File: src/rtl/rs_syndrome.sv
// Syndrome front end of the RS(544,514) GF(2^10) decoder: 30 parallel Horner accumulators
// fed one received symbol per accepted beat, then streamed out serially, one syndrome per cycle.
module rs_syndrome #(
    parameter int N    = 544,
    parameter int NSYM = 30,
    parameter int M    = 10,
    parameter int PRIM = 'h409
) (
    input  logic         clk,
    input  logic         rst,
    input  logic         sop,
    input  logic         valid_in,
    input  logic [M-1:0] data_in,
    output logic         ready,
    output logic         synd_valid,
    output logic [4:0]   synd_idx,
    output logic [M-1:0] synd_data,
    output logic         synd_last,
    output logic         err_detected,
    output logic         abort,
    output logic [1:0]   fsm_state
);

    // Handshake: a symbol is consumed on every rising edge with valid_in=1 while in RECV, or with
    // sop&valid_in=1 while in IDLE; ready=1 only in IDLE, so a new frame must wait for ready=1.
    // The syndrome stream has no back-pressure: one synd_valid beat per cycle, NSYM beats in a row.

    typedef enum logic [1:0] {
        IDLE = 2'd0,
        RECV = 2'd1,
        OUT  = 2'd2
    } state_t;

    localparam logic [M-1:0] POLY_LO  = M'(PRIM);
    localparam logic [9:0]   LAST_SYM = 10'(N - 1);
    localparam logic [9:0]   LAST_OUT = 10'(NSYM - 1);

    function automatic logic [M-1:0] gf_mul_x(input logic [M-1:0] a);
        return {a[M-2:0], 1'b0} ^ (a[M-1] ? POLY_LO : '0);
    endfunction

    function automatic logic [M-1:0] gf_mul(input logic [M-1:0] a, input logic [M-1:0] b);
        logic [M-1:0] acc;
        logic [M-1:0] x;
        acc = '0;
        x   = a;
        for (int k = 0; k < M; k++) begin
            if (b[k]) acc = acc ^ x;
            x = gf_mul_x(x);
        end
        return acc;
    endfunction

    function automatic logic [M-1:0] alpha_pow(input int e);
        logic [M-1:0] p;
        p = M'(1);
        for (int k = 0; k < e; k++) p = gf_mul_x(p);
        return p;
    endfunction

    state_t       state, state_next;
    logic [9:0]   count, count_next;
    logic         abort_next;
    logic         load, shift;
    logic [M-1:0] synd   [NSYM];
    logic [M-1:0] horner [NSYM];
    logic [M-1:0] sel;
    logic         any_nz;

    // Each root's multiplier is a fixed constant, so gf_mul collapses to an XOR network.
    for (genvar g = 0; g < NSYM; g++) begin : g_root
        localparam logic [M-1:0] ROOT = alpha_pow(g);
        assign horner[g] = gf_mul(synd[g], ROOT) ^ data_in;
    end

    always_ff @(posedge clk) begin
        if (rst) begin
            state <= IDLE;
            count <= '0;
            abort <= 1'b0;
            for (int i = 0; i < NSYM; i++) synd[i] <= '0;
        end else begin
            state <= state_next;
            count <= count_next;
            abort <= abort_next;
            for (int i = 0; i < NSYM; i++) begin
                if (load)       synd[i] <= data_in;
                else if (shift) synd[i] <= horner[i];
            end
        end
    end

    always_comb begin
        state_next = state;
        count_next = count;
        abort_next = 1'b0;
        load       = 1'b0;
        shift      = 1'b0;
        unique case (state)
            IDLE: begin
                if (valid_in && sop) begin
                    load       = 1'b1;
                    count_next = 10'd1;
                    state_next = RECV;
                end
            end
            RECV: begin
                if (valid_in && sop) begin
                    // Early sop restarts the frame in place; the partial frame is dropped.
                    load       = 1'b1;
                    count_next = 10'd1;
                    abort_next = 1'b1;
                end else if (valid_in) begin
                    shift = 1'b1;
                    if (count == LAST_SYM) begin
                        count_next = '0;
                        state_next = OUT;
                    end else begin
                        count_next = count + 10'd1;
                    end
                end
            end
            OUT: begin
                if (count == LAST_OUT) begin
                    count_next = '0;
                    state_next = IDLE;
                end else begin
                    count_next = count + 10'd1;
                end
            end
            default: begin
                state_next = IDLE;
                count_next = '0;
            end
        endcase
    end

    always_comb begin
        sel    = '0;
        any_nz = 1'b0;
        for (int i = 0; i < NSYM; i++) begin
            if (count[4:0] == 5'(i)) sel = synd[i];
            any_nz = any_nz | (|synd[i]);
        end
    end

    // Stale accumulators stay in the registers after OUT; every output is gated to zero outside OUT.
    assign ready        = (state == IDLE);
    assign synd_valid   = (state == OUT);
    assign synd_idx     = synd_valid ? count[4:0] : 5'd0;
    assign synd_data    = synd_valid ? sel : '0;
    assign synd_last    = synd_valid && (count == LAST_OUT);
    assign err_detected = synd_valid && any_nz;
    assign fsm_state    = state;

endmodule

File: config.mk
export PLATFORM = sky130hd
export DESIGN_NAME = rs_syndrome
export DESIGN_NICKNAME = d
export VERILOG_FILES = /design/src/rtl/rs_syndrome.sv
export SDC_FILE = /design/constraint.sdc
export NUM_CORES = 1
export LEC_CHECK = 0
export CORE_UTILIZATION = 43
export DETAILED_ROUTE_END_ITERATION = 16
export REMOVE_ABC_BUFFERS = 1
export SLEW_MARGIN = 0
export SYNTH_ARGS = -nofsm -noshare
export SYNTH_HDL_FRONTEND = slang
export SYNTH_SLANG_ARGS = --single-unit
File: constraint.sdc
create_clock -name clk -period 39.5 [get_ports clk]
set_input_delay 5.925 -clock clk [delete_from_list [all_inputs] [get_ports clk]]
set_output_delay 5.925 -clock clk [all_outputs]
set_load 0.1 [all_outputs]
==> results of run 1 <==
-- layout make-up --
type / instances / area (um2)
fillers: 5100 / 28300
multi-input cells: 1934 / 12700
flip-flops and latches: 313 / 9270
clock buffers: 49 / 1010
well taps: 688 / 861
repair buffers: 75 / 598
clock inverters: 16 / 121
inverters: 30 / 113
-- power by group --
part           internal, mW  total, mW  switching, mW
combinational        0.0709      0.171          0.100
clock                 0.193      0.340          0.147
sequential            0.396      0.463         0.0675
total                 0.659      0.974          0.315
-- sequential cells by signal, summed over array words and instances, names as in the netlist --
register,cells
count,10
synd,300
abort,1
fsm_state,2
-- worst min-delay path, cell delays in order (launching register included) --
cell and delay (ns):
dfxtp_1 0.33, o21ai_0 0.08, a21oi_1 0.06
-- metrics by stage --
step / cell area, um2 / std cells / setup WS, ns / util / power (mW)
after detailed placement: 23500 / 3040 / 28.59 / 0.444 / 0.634
after global placement: 23500 / 3040 / 28.61 / 0.444 / 0.630
final: 24700 / 3105 / 27.94 / 0.466 / 0.974
after floorplan: 22000 / 2277 / 19.08 / - / 0.560
after CTS: 24700 / 3105 / 27.98 / 0.466 / 0.971
after global routing: 24700 / 3105 / 27.81 / 0.466 / 0.998
-- metal layers --
metal / share of wire / up-vias / GRT usage / routed length (um)
li1: - / 9103 / - / -
met1: 0.41 / 10800 / 0.537 / 44500
met2: 0.45 / 1314 / 0.607 / 48600
met3: 0.084 / 257 / 0.0482 / 9030
met4: 0.054 / 0 / 0.186 / 5840
met5: 0 / - / 0 / 0
-- cells by family (layout without fill, tap and decap cells) --
family	after synthesis	after routing	synth area share
flops	313	313	0.399
xor+xnor	462	462	0.174
simple gates	612	612	0.149
fa+ha+maj	5	5	0.00269
buf+inv	288	170	0.0559
compound gates	855	855	0.219
-- Yosys cell counts, types with 22 or more instances --
master	instances	area [um2]
inv_1	28	105
o22ai_1	41	257
buf_2	34	170
a221oi_1	22	193
nor2_1	88	330
xnor2_1	280	2450
nand3_1	24	120
edfxtp_1	300	9010
a22o_1	68	596
clkbuf_1	182	683
o21ai_0	364	1820
nand4_1	26	163
nor4_1	85	532
nand2_1	123	462
a21oi_1	227	1140
nor3_1	24	120
or3_1	127	795
xor2_1	182	1590
-- final timing paths --
check                             from  cells after the start                        to
min              count[8]$_SDFFE_PP0P_                      2     count[8]$_SDFFE_PP0P_
max reg2reg  fsm_state[1]$_SDFFE_PP0P_                      5  synd[0][4]$_SDFFCE_PN0P_
min reg2reg      count[8]$_SDFFE_PP0P_                      2     count[8]$_SDFFE_PP0P_
max              count[0]$_SDFFE_PP0P_                     12              synd_data[8]
==> summary.md, run 1 <==
| Metric | Value |
|---|---|
| DRC Markers | `0` |
| Worst Path Arrival | `5.64 ns` |
| Setup violators final | `0` |
| CTS H-tree depth | `2` |
| Mapped Area | `between 20000 and 25000 um2` |
| Vias in the first global route | `19800` |
| Clk buf depth | `3` |
| Most common cell after layout, fill and taps aside | `o21ai_0` |
| Detailed Route WL | `~110000 um` |
| Top_reg_cell synth | `edfxtp_1` |
| Iteration-0 DRC Markers | `2775` |
| Worst R2R Setup Slack | `~35 ns` |
| Maximum vdd drop | `0.0455 mV` |
| Crit path max-delay family | `buffers and inverters` |
| Synth warn | `0` |
| First-pass GRT wire length | `152000 um` |
| Layout cells sized above 1 | `0.0567` |
| Syn Area/Cell | `between 9 and 10 um2` |
| Via count | `21400` |
| Leakage power | `between 8 and 9 nW` |
| Final Hold Fails | `0` |
| GRT Total Usage | `0.390` |
| Worst-Margin Slew | `1.20 ns` |
| Synth cell types | `85` |
| Worst-path maximum fanout | `41` |
| Startpoint types | `flip-flop` |
| CTS buffer count | `37` |
| Post-route setup TNS | `0 ns` |
| Cts hold-fix bufs | `0` |
| Most frequent cells in the layout | `364 x o21ai_0, 300 x edfxtp_1, 280 x xnor2_1` |
| Rel. slew slack | `0.197` |
| FFs w/ async S/R, synth | `0` |
| Post-CTS Resized | `0` |
| Post-Route Skew | `roughly 0.027 ns` |
| Buffers on Ports | `35` |
| Core area | `53000 um2` |
| Largest net degree at the start of global routing | `126` |
| Cell count after synthesis | `about 2500` |
| Die width | `between 200 and 250 um` |
| RSZ-0062 raised after global routing | `false` |
| Worst Hold Class | `flip-flop to flip-flop` |
| Hold Slack | `0.514 ns` |
| Status | `finished clean` |
| Pwr per Cell Area | `39.5 nW/um2` |
| Avg Vias per Cell | `6.90` |
| Wire per inst | `roughly 35 um` |
| Die Ht | `234 um` |
| FP Rows | `84` |
| DP Wirelength | `77600 um` |
| ANT nets after route | `0` |
| Delay of the slowest critical-path stage | `1.02 ns` |
| Max Clock Freq | `86.5 MHz` |
| Required time of the critical path | `33.58 ns` |
| Max Slew Vio Count | `0` |
| Synth Register Bits | `~310` |
| Post-CTS Setup Inserts | `0` |
| Most used cell, CP | `ha_1` |
| Area Growth Syn to Fin | `6.25%` |
| CP Cell Sequence | `ha_1, buf_4, and3_1, ha_1, inv_1, o211a_1, a31o_2, a2111oi_2, o21ai_1, a21oi_1, o221ai_1, clkdlybuf4s50_1` |
| Initial Util | `0.438` |
| TritonCTS clock tree | `done` |
| Slowest CP cell | `clkdlybuf4s50_1` |
| GRT overflow | `0` |
| Number of diodes | `0` |
| EDFF count, synth | `300` |
| Maxcap violations | `0` |
| TritonCTS Sinks | `about 310` |
| Final period util | `0.293` |
| Initial antenna violation count | `0` |
| Kind of critical path | `flip-flop to primary output` |
| Drt first pass iters | `6` |
| Clock Latency Late Sink | `0.58 ns` |
| # IOs | `36` |
| Final critical-path required period | `11.56 ns` |
| Root Buffer | `clkbuf_16` |
| Die footprint | `54900 um2` |
| Gpl congestion | `1.01` |
| WP buf/inv | `3` |
| Clk slew on worst S/H paths | `0.06 ns` |
| Crit. End Element | `primary output` |
| Share of the yosys chip area belonging to registers | `0.399` |
| Final #Nets | `2410` |
(Power assumes the default switching activity.)
==> run 2: changes to the inputs <==
clock period = 10 ns   (was 39.5 ns; I/O delays follow)
==> run 2 against run 1 <==
Compared with the run above: register-to-register slack worse by 29 ns; sequential share of layout area down 0.17 points; total power rose to 4.0 times the previous value; first-iteration DRC count down 2.6%; sequential power rose to 4.0 times the previous value; worst hold slack better by 0.012 ns; largest cell class unchanged; critical path depth down 1; sequential cell count unchanged.
==> summary.md, run 2 (synthesis results as in run 1) <==
| Metric | Value |
|---|---|
| Status | `finished clean` |
| Root Buffer | `clkbuf_16` |
| Initial antenna violation count | `4 (+4)` |
| # IOs | `36 (unchanged)` |
| Layout cells sized above 1 | `0.0583 (+0.00158)` |
| Crit. End Element | `primary output` |
| Die width | `234 um (unchanged)` |
| TritonCTS Sinks | `313 (unchanged)` |
| Initial Util | `0.438 (unchanged)` |
| Post-Route Skew | `0.0123 ns (-0.0150 ns)` |
| Post-CTS Setup Inserts | `0 (unchanged)` |
| Setup violators final | `0 (unchanged)` |
| Detailed Route WL | `108000 um (-0.48%)` |
| WL met3 | `9070 um (+0.40%)` |
| ANT nets after route | `0 (unchanged)` |
| Largest net degree at the start of global routing | `160 (+27%)` |
| RR Startpoint | `count[0]$_SDFFE_PP0P_` |
| Final critical-path required period | `7.43 ns` |
| Vias in the first global route | `19700 (-0.25%)` |
| Routed metal-1 wirelength | `44500 um (-0.16%)` |
| Psw | `1.26 mW (+300%)` |
| Int Power | `2.66 mW (+300%)` |
| DP Wirelength | `77000 um (-0.77%)` |
| Cts hold-fix bufs | `0 (unchanged)` |
| Crit path launch | `count[0]$_SDFFE_PP0P_` |
| CTS buffer count | `38 (+2.7%)` |
| Leakage power | `8.28 nW (+0.68%)` |
| Switching Share | `0.321 (-0.00180)` |
| Area Growth Syn to Fin | `6.73%` |
| Worst-Margin Slew | `1.20 ns (-0.00660 ns)` |
| Combinational share of power | `0.173 (-0.003)` |
| Pwr per Cell Area | `158 nW/um2 (+300%)` |
| Die footprint | `54900 um2 (unchanged)` |
| CP Cell Sequence | `inv_1, ha_2, buf_4, clkinv_1, nor3_1, a21oi_1, and3_1, a31oi_1, o21ai_0, a221oi_2, clkdlybuf4s50_1` |
| GRT overflow | `0 (unchanged)` |
| Final #Nets | `2409 (-0.041%)` |
| Worst-path maximum fanout | `65 (+59%)` |
| First-pass GRT wire length | `151000 um (-0.51%)` |
| Delay of the slowest critical-path stage | `1.20 ns (+0.18 ns)` |
| Iteration-0 DRC Markers | `2702 (-2.6%)` |
| Hold Slack | `0.526 ns (+0.0119 ns)` |
| Met2 WL post-DR | `49000 um (+0.71%)` |
| Maximum vdd drop | `0.150 mV (+230%)` |
| Final period util | `0.743` |
| Rel. slew slack | `0.200 (+0.00311)` |
| CTS H-tree depth | `2 (unchanged)` |
| Clk slew on worst S/H paths | `0.06 ns (about the same)` |
| Hold path startpoint | `count[1]$_SDFFE_PP0P_` |
| Most frequent cells in the layout | `364 x o21ai_0, 300 x edfxtp_1, 280 x xnor2_1` |
| GRT Total Usage | `0.389 (-0.00117)` |
| Post-CTS Resized | `0 (unchanged)` |
| Worst Path Arrival | `5.93 ns (+0.29 ns)` |
| Required time of the critical path | `8.50 ns (-25.08 ns)` |
| Drt first pass iters | `6 (unchanged)` |
| Gpl congestion | `1.05 (+3.8%)` |
| Setup ws final | `2.57 ns (-25.37 ns)` |
| Core area | `53000 um2 (unchanged)` |
| Worst Hold Class | `flip-flop to flip-flop` |
| Wire per inst | `34.6 um (-0.64%)` |
| Setup WS pre-CTS | `3.35 ns (-25.24 ns)` |
| RSZ-0062 raised after global routing | `false` |
| Max FFs per register | `300 (unchanged)` |
| Avg Vias per Cell | `6.93 (+0.36%)` |
| Sequential power share | `0.466 (-0.009)` |
| TritonCTS clock tree | `done` |
| Clock Latency Late Sink | `0.57 ns (about the same)` |
| Highest routed layer | `met4` |
| Max Slew Vio Count | `0 (unchanged)` |
| Die Ht | `234 um (unchanged)` |
| Most common cell after layout, fill and taps aside | `o21ai_0` |
| Reg with most FFs | `synd` |
| Via count | `21500 (+0.52%)` |
| Startpoint types | `flip-flop` |
| Clk buf depth | `3 (unchanged)` |
| Slowest CP cell | `clkdlybuf4s50_1` |
| Maxcap violations | `0 (unchanged)` |
| Clock share of power | `0.362 (+0.013)` |
| Placed Instance Area | `23500 um2 (about the same)` |
| Kind of critical path | `flip-flop to primary output` |
| Max Clock Freq | `135 MHz` |
| DRC Markers | `0 (unchanged)` |
| FP Rows | `84 (unchanged)` |
| Final Hold Fails | `0 (unchanged)` |
| Post-route cell area | `24800 um2 (+0.45%)` |
| Buffers on Ports | `35 (unchanged)` |
[run 2: critical path: cells and delay by family (launching register included)]
| kind | cells | cell delay [ns] |
|---|---|---|
| simple gates | 2 | 0.86 |
| fa+ha+maj | 1 | 0.19 |
| buf+inv | 4 | 2.85 |
| flops | 1 | 0.38 |
| compound gates | 4 | 0.99 |
[run 2: path summary, 6_finish.rpt]
kind	endpoint	cells after the start	slack [ns]
setup reg to reg	count[6]$_SDFFE_PP0P_	8	6.72
hold / removal	count[1]$_SDFFE_PP0P_	2	0.53
setup / recovery	synd_data[2]	11	2.57
hold reg to reg	count[1]$_SDFFE_PP0P_	2	0.53
[run 2: power groups by stage]
stage / combinational [mW] / sequential [mW] / clock [mW]
global route: 0.736 / 1.82 / 1.47
global placement: 0.648 / 1.84 / 0
floorplan: 0.478 / 1.73 / 0
finish: 0.679 / 1.83 / 1.42
CTS: 0.669 / 1.81 / 1.43
detailed placement: 0.664 / 1.84 / 0
[run 2: cell type report]
cell class	instances	area, um2
fill	5113	28200
multi-input combinational	1934	12700
sequential	313	9270
clock buffer	46	1040
tap	688	861
timing repair buffer	73	608
clock inverter	24	185
inverter	30	113
antenna	2	5.00
[run 2: routing by layer]
metal  global-route usage  vias to the layer above
met3               0.0488                      257
met5                    0                        -
met2                0.616                     1265
met1                0.536                    10900
li1                     -                     9104
met4                0.161                        0
[run 2: through the flow]
step	setup TNS (ns)	power (mW)	cells	util
global route	0	4.02	3108	0.468
CTS	0	3.91	3108	0.468
global placement	0	2.49	3038	0.444
floorplan	-1738.65	2.21	2277	-
detailed placement	0	2.50	3038	0.444
finish	0	3.93	3110	0.468
==> run 3: changes to the inputs <==
clock period = 6.8 ns   (was 10 ns; I/O delays follow)
==> run 3 against run 2 <==
Compared with the run above: register-to-register slack worse by 2.9 ns; clock skew grew 0.0095 ns; global-route usage up 1.6 points; critical path type unchanged; die area did not move; setup slack worse by 1.7 ns; non-clock buffer count is 9 higher; combinational power is 49% higher; sequential share of layout area hardly changed; critical path depth shrank 1; via count is 0.65% higher; sequential cell count is the same.
==> summary.md, run 3 (synthesis results as in run 1) <==
| Metric | Value |
|---|---|
| Worst-Margin Slew | `1.24 ns (+0.0465 ns)` |
| Die footprint | `54900 um2 (unchanged)` |
| Worst-path maximum fanout | `18 (-72%)` |
| Worst Path Arrival | `4.91 ns (-1.02 ns)` |
| Max Clock Freq | `169 MHz` |
| Clk buf depth | `3 (unchanged)` |
| ANT nets after route | `0 (unchanged)` |
| Area Growth Syn to Fin | `6.80% (about the same)` |
| Post-route setup TNS | `0 ns (unchanged)` |
| TritonCTS Sinks | `313 (unchanged)` |
| Iteration-0 DRC Markers | `2695 (-0.26%)` |
| Root Buffer | `clkbuf_16` |
| Wire per inst | `36.0 um (+4.1%)` |
| TritonCTS clock tree | `done` |
| Pwr per Cell Area | `232 nW/um2 (+46%)` |
| Drt first pass iters | `6 (unchanged)` |
| Detailed Route WL | `112000 um (+4.3%)` |
| Placed Instance Area | `23600 um2 (+0.22%)` |
| CTS H-tree depth | `2 (unchanged)` |
| Worst R2R Path Depth | `8 (unchanged)` |
| Vias in the first global route | `19900 (+1.2%)` |
| Leakage power | `8.32 nW (+0.39%)` |
| Setup WS pre-CTS | `1.73 ns (-1.63 ns)` |
| Most frequent cells in the layout | `364 x o21ai_0, 300 x edfxtp_1, 280 x xnor2_1` |
| Maximum vdd drop | `0.194 mV (+29%)` |
| Fill count | `5061 (-1.0%)` |
| Hold path startpoint | `count[8]$_SDFFE_PP0P_` |
| Final #Nets | `2418 (+0.37%)` |
| Post-CTS Resized | `0 (unchanged)` |
| Post-route cell area | `24800 um2 (about the same)` |
| Clock Latency Late Sink | `0.58 ns (about the same)` |
| Clk slew on worst S/H paths | `0.06 ns (about the same)` |
| GRT Total Usage | `0.405 (+0.0159)` |
| Most common cell after layout, fill and taps aside | `o21ai_0` |
| Max FFs per register | `300 (unchanged)` |
| GRT overflow | `0 (unchanged)` |
| Required time of the critical path | `5.78 ns (-2.72 ns)` |
| Die width | `234 um (unchanged)` |
| Post-Route Skew | `0.0218 ns (+0.00952 ns)` |
| Max Slew Vio Count | `0 (unchanged)` |
| Area of the multi-input gates | `12700 um2 (about the same)` |
| DRC Markers | `0 (unchanged)` |
| Final Hold Fails | `0 (unchanged)` |
| Core area | `53000 um2 (unchanged)` |
| Hold EP | `count[8]$_SDFFE_PP0P_` |
| Final period util | `0.872` |
| Worst R2R Setup Slack | `3.80 ns (-2.92 ns)` |
| First-pass GRT wire length | `156000 um (+3.4%)` |
| CTS buffer count | `38 (unchanged)` |
| Post-CTS Setup Inserts | `0 (unchanged)` |
| Post-layout power | `5.75 mW (+46%)` |
| RR Startpoint | `count[0]$_SDFFE_PP0P_` |
| Reg with most FFs | `synd` |
| Cts hold-fix bufs | `0 (unchanged)` |
| Reg area | `9270 um2 (unchanged)` |
| Initial antenna violation count | `7 (+3)` |
| Layout cells sized above 1 | `0.0642 (+0.00596)` |
| Kind of critical path | `flip-flop to primary output` |
| Gpl congestion | `1.05 (+0.27%)` |
| Avg Vias per Cell | `6.96 (+0.42%)` |
| Maxcap violations | `0 (unchanged)` |
| # IOs | `36 (unchanged)` |
| Crit. End Element | `primary output` |
| Final critical-path required period | `5.93 ns` |
| FP Rows | `84 (unchanged)` |
| Largest net degree at the start of global routing | `153 (-4.4%)` |
| Via count | `21700 (+0.65%)` |
| Rel. slew slack | `0.169 (-0.0311)` |
| Die Ht | `234 um (unchanged)` |
| Hold Slack | `0.528 ns (+0.00133 ns)` |
| Status | `finished clean` |
| Setup violators final | `0 (unchanged)` |
| Worst reg2reg endpoint | `count[2]$_SDFFE_PP0P_` |
| RSZ-0062 raised after global routing | `false` |
| Number of diodes | `0 (-2)` |
| Hold Path Stages | `2 (unchanged)` |
| Setup ws final | `0.868 ns (-1.70 ns)` |
| Initial Util | `0.438 (unchanged)` |
| Worst Hold Class | `flip-flop to flip-flop` |
| DP Wirelength | `82600 um (+7.3%)` |
| Buffers on Ports | `35 (unchanged)` |
| Startpoint types | `flip-flop` |
-- run 3: cell count changes in the layout (fill, tap and decap cells not counted), sizes merged --
| cell | change |
|---|---|
| buf | +19 |
| diode | -2 |
| clkinvlp | +3 |
| clkinv | -8 |
| clkbuf | +8 |
| clkdlybuf4s50 | -10 |
| inv | -2 |
| bufinv | -1 |
-- run 3: power breakdown --
part           switching (mW)  leakage, nW  internal, mW
registers               0.397         3.30          2.30
clock network           0.863        0.569          1.18
logic                   0.594         4.44         0.417
-- run 3: layout make-up --
type / instances / area share
clock buffers: 54 / 0.0433
well taps: 688 / 0.0347
flip-flops and latches: 313 / 0.374
repair buffers: 82 / 0.0267
clock inverters: 16 / 0.00505
inverters: 30 / 0.00454
multi-input cells: 1934 / 0.512
-- run 3: routing by layer --
metal / track usage / share of wire / up-vias
met5: 0 / 0.00041 / -
met4: 0.191 / 0.054 / 8
met3: 0.0703 / 0.092 / 287
met2: 0.635 / 0.45 / 1336
met1: 0.542 / 0.40 / 10900
li1: - / - / 9120
-- run 3: stage by stage --
step	std cells	util
floorplan	2277	-
global placement	3047	0.445
detailed placement	3047	0.445
CTS	3117	0.468
global route	3117	0.468
finish	3117	0.468
-- run 3: worst max-delay path, cell delays in order (launching register included) --
cell and delay, ns:
dfxtp_1 0.38, inv_1 0.16, ha_2 0.25, clkinv_1 0.68, nor3_1 1.02, a221oi_1 0.26, o21a_1 0.23, o21ai_0 0.49
a21oi_1 0.21, o21ai_1 0.28, buf_4 0.34
-- run 3: worst max-delay path by stage --
stage	endpoint	slack (ns)	start	cells after the start
2_1_floorplan	synd[0][0]$_SDFFCE_PN0P_	-8.94	fsm_state[0]$_SDFFE_PP0P_	2
3_3_place_gp	synd_data[0]	1.73	count[0]$_SDFFE_PP0P_	10
3_5_place_dp	synd_data[0]	1.73	count[0]$_SDFFE_PP0P_	10
4_1_cts	synd_data[0]	1.09	count[0]$_SDFFE_PP0P_	10
5_1_grt	synd_data[0]	0.89	count[0]$_SDFFE_PP0P_	10
6_report	synd_data[0]	0.87	count[0]$_SDFFE_PP0P_	10
==> variant 1 (flow settings as in run 3) <==
Set the parameter `NSYM` to 15 (it was 30).
--- a/src/rtl/rs_syndrome.sv
+++ b/src/rtl/rs_syndrome.sv
@@ -2,7 +2,7 @@
 // fed one received symbol per accepted beat, then streamed out serially, one syndrome per cycle.
 module rs_syndrome #(
     parameter int N    = 544,
-    parameter int NSYM = 30,
+    parameter int NSYM = 15,
     parameter int M    = 10,
     parameter int PRIM = 'h409
 ) (
Formal check against the unedited RTL: no difference found for any inputs over 4 cycles, from zero or initial values and one cycle with rst high; that may be too few to reach the edited logic, so the function may still have changed.
==> variant 1 against run 3 <==
  * Final area shrank 53%
  * Synthesized area shrank 54%
  * Routed wire length shrank 62%
  * Global-route usage shrank 7.3 points
  * Sequential power shrank 50%
  * Power shrank 54%
  * Via count shrank 54%
  * Worst setup slack gained 0.31 ns
  * Hold slack lost 0.010 ns
  * Die area shrank 54%
  * Sequential cell count shrank 150
  * First-iteration DRC count shrank 55%
  * Sequential share of layout area grew 3.1 points
  * Register-to-register slack lost 0.10 ns
==> variant 1: results <==
set metrics [dict create \
    dp_hpwl_microns 29560 \
    wl_microns 42260 \
    grt_usage_pct 33.21 \
    fin_worst_skew_ns 0.01099 \
    drive_gt1_share_pct 5.585 \
    wl_met3_microns 4328 \
    crit_end "synd_data[2]" \
    routed_via_density 6.723 \
    fill_cells 2337 \
    insertion_delay_ns 0.44 \
    yosys.area_share.adder_pct 0.4710 \
    yosys-top-cells-count "edfxtp_1 (150), o21ai_0 (129), a21oi_1 (127), xnor2_1 (91), nor2_1 (90)" \
    grtUsageMet3_pct 5.027 \
    routabilityCongestion 0.9850 \
    top_register "synd" \
    synth_mux_area_share_pct 0.2826 \
    max_slew_margin_pct 25.57 \
    routedLengthMet1_microns 17750 \
    crit_slowest_cell "clkdlybuf4s50_1" \
    area_growth_pct 10.80 \
    dp_slack_ns 1.718 \
    layout_min_cycle_time_ns 5.626 \
    met2WireLength_microns 18410 \
    slowest_delay_ns 1.20 \
    leakage_nw 3.846 \
    largest_reg_flops 150 \
    r2r-end "count[2]$_SDFFE_PP0P_" \
    status "finished, final reports clean" \
    crit_arrival_ns 4.61 \
    grt_first_pass_wirelength_microns 61650 \
    final_nets 1151 \
    top_layer "met4" \
    yosysSeqAreaShare_pct 44.84 \
    port_buffers 35 \
    synth_xor_area_share_pct 10.14 \
    antenna_found_initial 1 \
    grt_start_max_net_pins 141 \
    synth_cell_types 57 \
    synthTopCellsByArea "edfxtp_1 (42%), xnor2_1 (7.5%), o21ai_0 (6.1%)" \
    grt.met1_usage_pct 47.80 \
    cts_buffers 17 \
    cts.htree.levels 4 \
    cts_buffer_depth 2 \
    initialDrtViolationCount 1207 \
    grt_use_met2_pct 49.36 \
]
## variant 1: final cells by class
type / count / area share (%)
multi-input combinational: 874 / 46.10
sequential: 163 / 40.47
timing repair buffer: 56 / 4.485
clock buffer: 20 / 3.709
tap: 324 / 3.444
clock inverter: 12 / 1.116
inverter: 21 / 0.6696
## variant 1: stage by stage
step / TNS, ns / cells
6_report: 0 / 1470
5_1_grt: 0 / 1470
4_1_cts: 0 / 1470
3_5_place_dp: 0 / 1438
3_3_place_gp: 0 / 1438
2_1_floorplan: -217.70 / 1058
## variant 1: worst max-delay path: cells and delay by family (launching register included)
family | cells | cell delay (ns)
AO/OA/AOI/OAI | 4 | 0.78
adder cells (fa/ha/maj) | 1 | 0.67
buffers and inverters | 3 | 1.75
flip-flops | 1 | 0.36
AND/OR/NAND/NOR | 2 | 0.62
## variant 1: where the power goes
group	leakage [nW]	internal [mW]	switching, mW
sequential	1.70	1.19	0.154
clock	0.274	0.544	0.443
combinational	1.87	0.136	0.208
total	3.85	1.86	0.805
==> variant 2 (flow settings as in run 3) <==
Made on the original files. Register the output `err_detected`, with the module's reset; this adds one clock of latency there. The other outputs are not delayed to match.
--- a/src/rtl/rs_syndrome.sv
+++ b/src/rtl/rs_syndrome.sv
@@ -150,7 +150,13 @@
     assign synd_idx     = synd_valid ? count[4:0] : 5'd0;
     assign synd_data    = synd_valid ? sel : '0;
     assign synd_last    = synd_valid && (count == LAST_OUT);
-    assign err_detected = synd_valid && any_nz;
+    always_ff @(posedge clk) begin
+        if (rst) begin
+            err_detected <= '0;
+        end else begin
+            err_detected <= synd_valid && any_nz;
+        end
+    end
     assign fsm_state    = state;
 
 endmodule
Function: not settled (the Yosys comparison gave no result); the edit may change what the design does.
==> variant 2 against run 3 <==
  * Fmax is 0.72% higher
  * Sequential cell count is 1 higher
  * Hold slack worse by 0.014 ns
  * Routed wire length is 4.8% lower
  * Final area is 0.93% lower
  * Worst setup slack better by 0.042 ns
  * Largest power group unchanged
  * Critical path depth is 1 higher
  * Sequential share of layout area is 0.43 points higher
  * Highest routed layer unchanged
  * First-iteration DRC count is 6.9% higher
  * Power is 2.4% lower
  * Synthesized area is 0.85% lower
==> variant 2: results <==
set metrics [dict create \
    status "finished, final reports clean" \
    antenna_found_initial 4 \
    sequential_cell_total 314 \
    multi_input_area_share_pct 51.16 \
    grt_first_pass_wirelength_microns 150300 \
    dp.cells 3028 \
    fill_cells 5087 \
    grt_pass1_vias 19690 \
    slowest_delay_ns 0.78 \
    leakage_nw 8.259 \
    fin_util_pct 46.56 \
    max_slew_margin_pct 8.707 \
    grt.met1_usage_pct 53.75 \
    synthTopCellsByArea "edfxtp_1 (39%), xnor2_1 (11%), o21ai_0 (7.4%)" \
    initialDrtViolationCount 2882 \
    grt_usage_pct 38.93 \
    cts_buffers 39 \
    final_cells 3094 \
    multi_input_area_sq_mm 0.01257 \
    fin_worst_skew_ns 0.01742 \
    multi_input_cells 1917 \
    nClkBuffers 50 \
    dp_hpwl_microns 77440 \
    final_nets 2400 \
    p_sw_mw 1.846 \
    grt_start_max_net_pins 151 \
    wl_per_cell_microns 34.51 \
    num_vias 21330 \
    bufAreaShareNonClock_pct 2.557 \
    vdd_ir_drop_max_mv 0.2135 \
]
==> variant 2: changes by cell type after synthesis, sizes merged, moves of 5 or more <==
| cell | change |
|---|---|
| a211oi | +7 |
| a21oi | -8 |
| a221oi | -14 |
| a22oi | +6 |
| a31oi | +5 |
| buf | -17 |
| clkbuf | +16 |
| nand3 | +10 |
| nor2 | +9 |
| o2111ai | -8 |
| o21ai | -26 |
==> variant 2: cell families after synthesis <==
logic type,share of synthesized area [%]
adders and majority gates,0.2718
muxes,0.04348
xor gates and xnor gates,17.58
DFF,40.35
buffers and inverters,5.218
AOI/OAI and AO/OA,21.89
and+or+nand+nor,14.65
==> variant 2: metal layers <==
metal / routed length [microns] / share of wire, %
met5: 6 / 0.0056
met4: 4740 / 4.4
met3: 10280 / 9.6
met2: 47920 / 45
met1: 43820 / 41
==> variant 2: worst reg2reg max path: stages (launching register included) <==
cell and delay (ns):
edfxtp_1 0.57, nor4_1 0.99, nand4_1 0.36, or4_1 0.62, nor4_1 0.28, a311oi_1 0.27
==> variant 2: power groups by stage <==
stage / combinational (mW) / clock [mW] / sequential [mW]
6_report: 0.987 / 1.94 / 2.68
5_1_grt: 1.07 / 2.01 / 2.67
4_1_cts: 0.974 / 1.95 / 2.66
3_5_place_dp: 0.967 / 0 / 2.69
3_3_place_gp: 0.944 / 0 / 2.70
2_1_floorplan: 0.691 / 0 / 2.55
==> variant 2: worst paths after layout <==
check | from | to | slack [ns]
max | count[0]$_SDFFE_PP0P_ | synd_data[4] | 0.91
min | count[1]$_SDFFE_PP0P_ | count[1]$_SDFFE_PP0P_ | 0.51
max reg2reg | synd[0][62]$_SDFFCE_PN0P_ | err_detected$_SDFF_PP0_ | 3.49
min reg2reg | count[1]$_SDFFE_PP0P_ | count[1]$_SDFFE_PP0P_ | 0.51
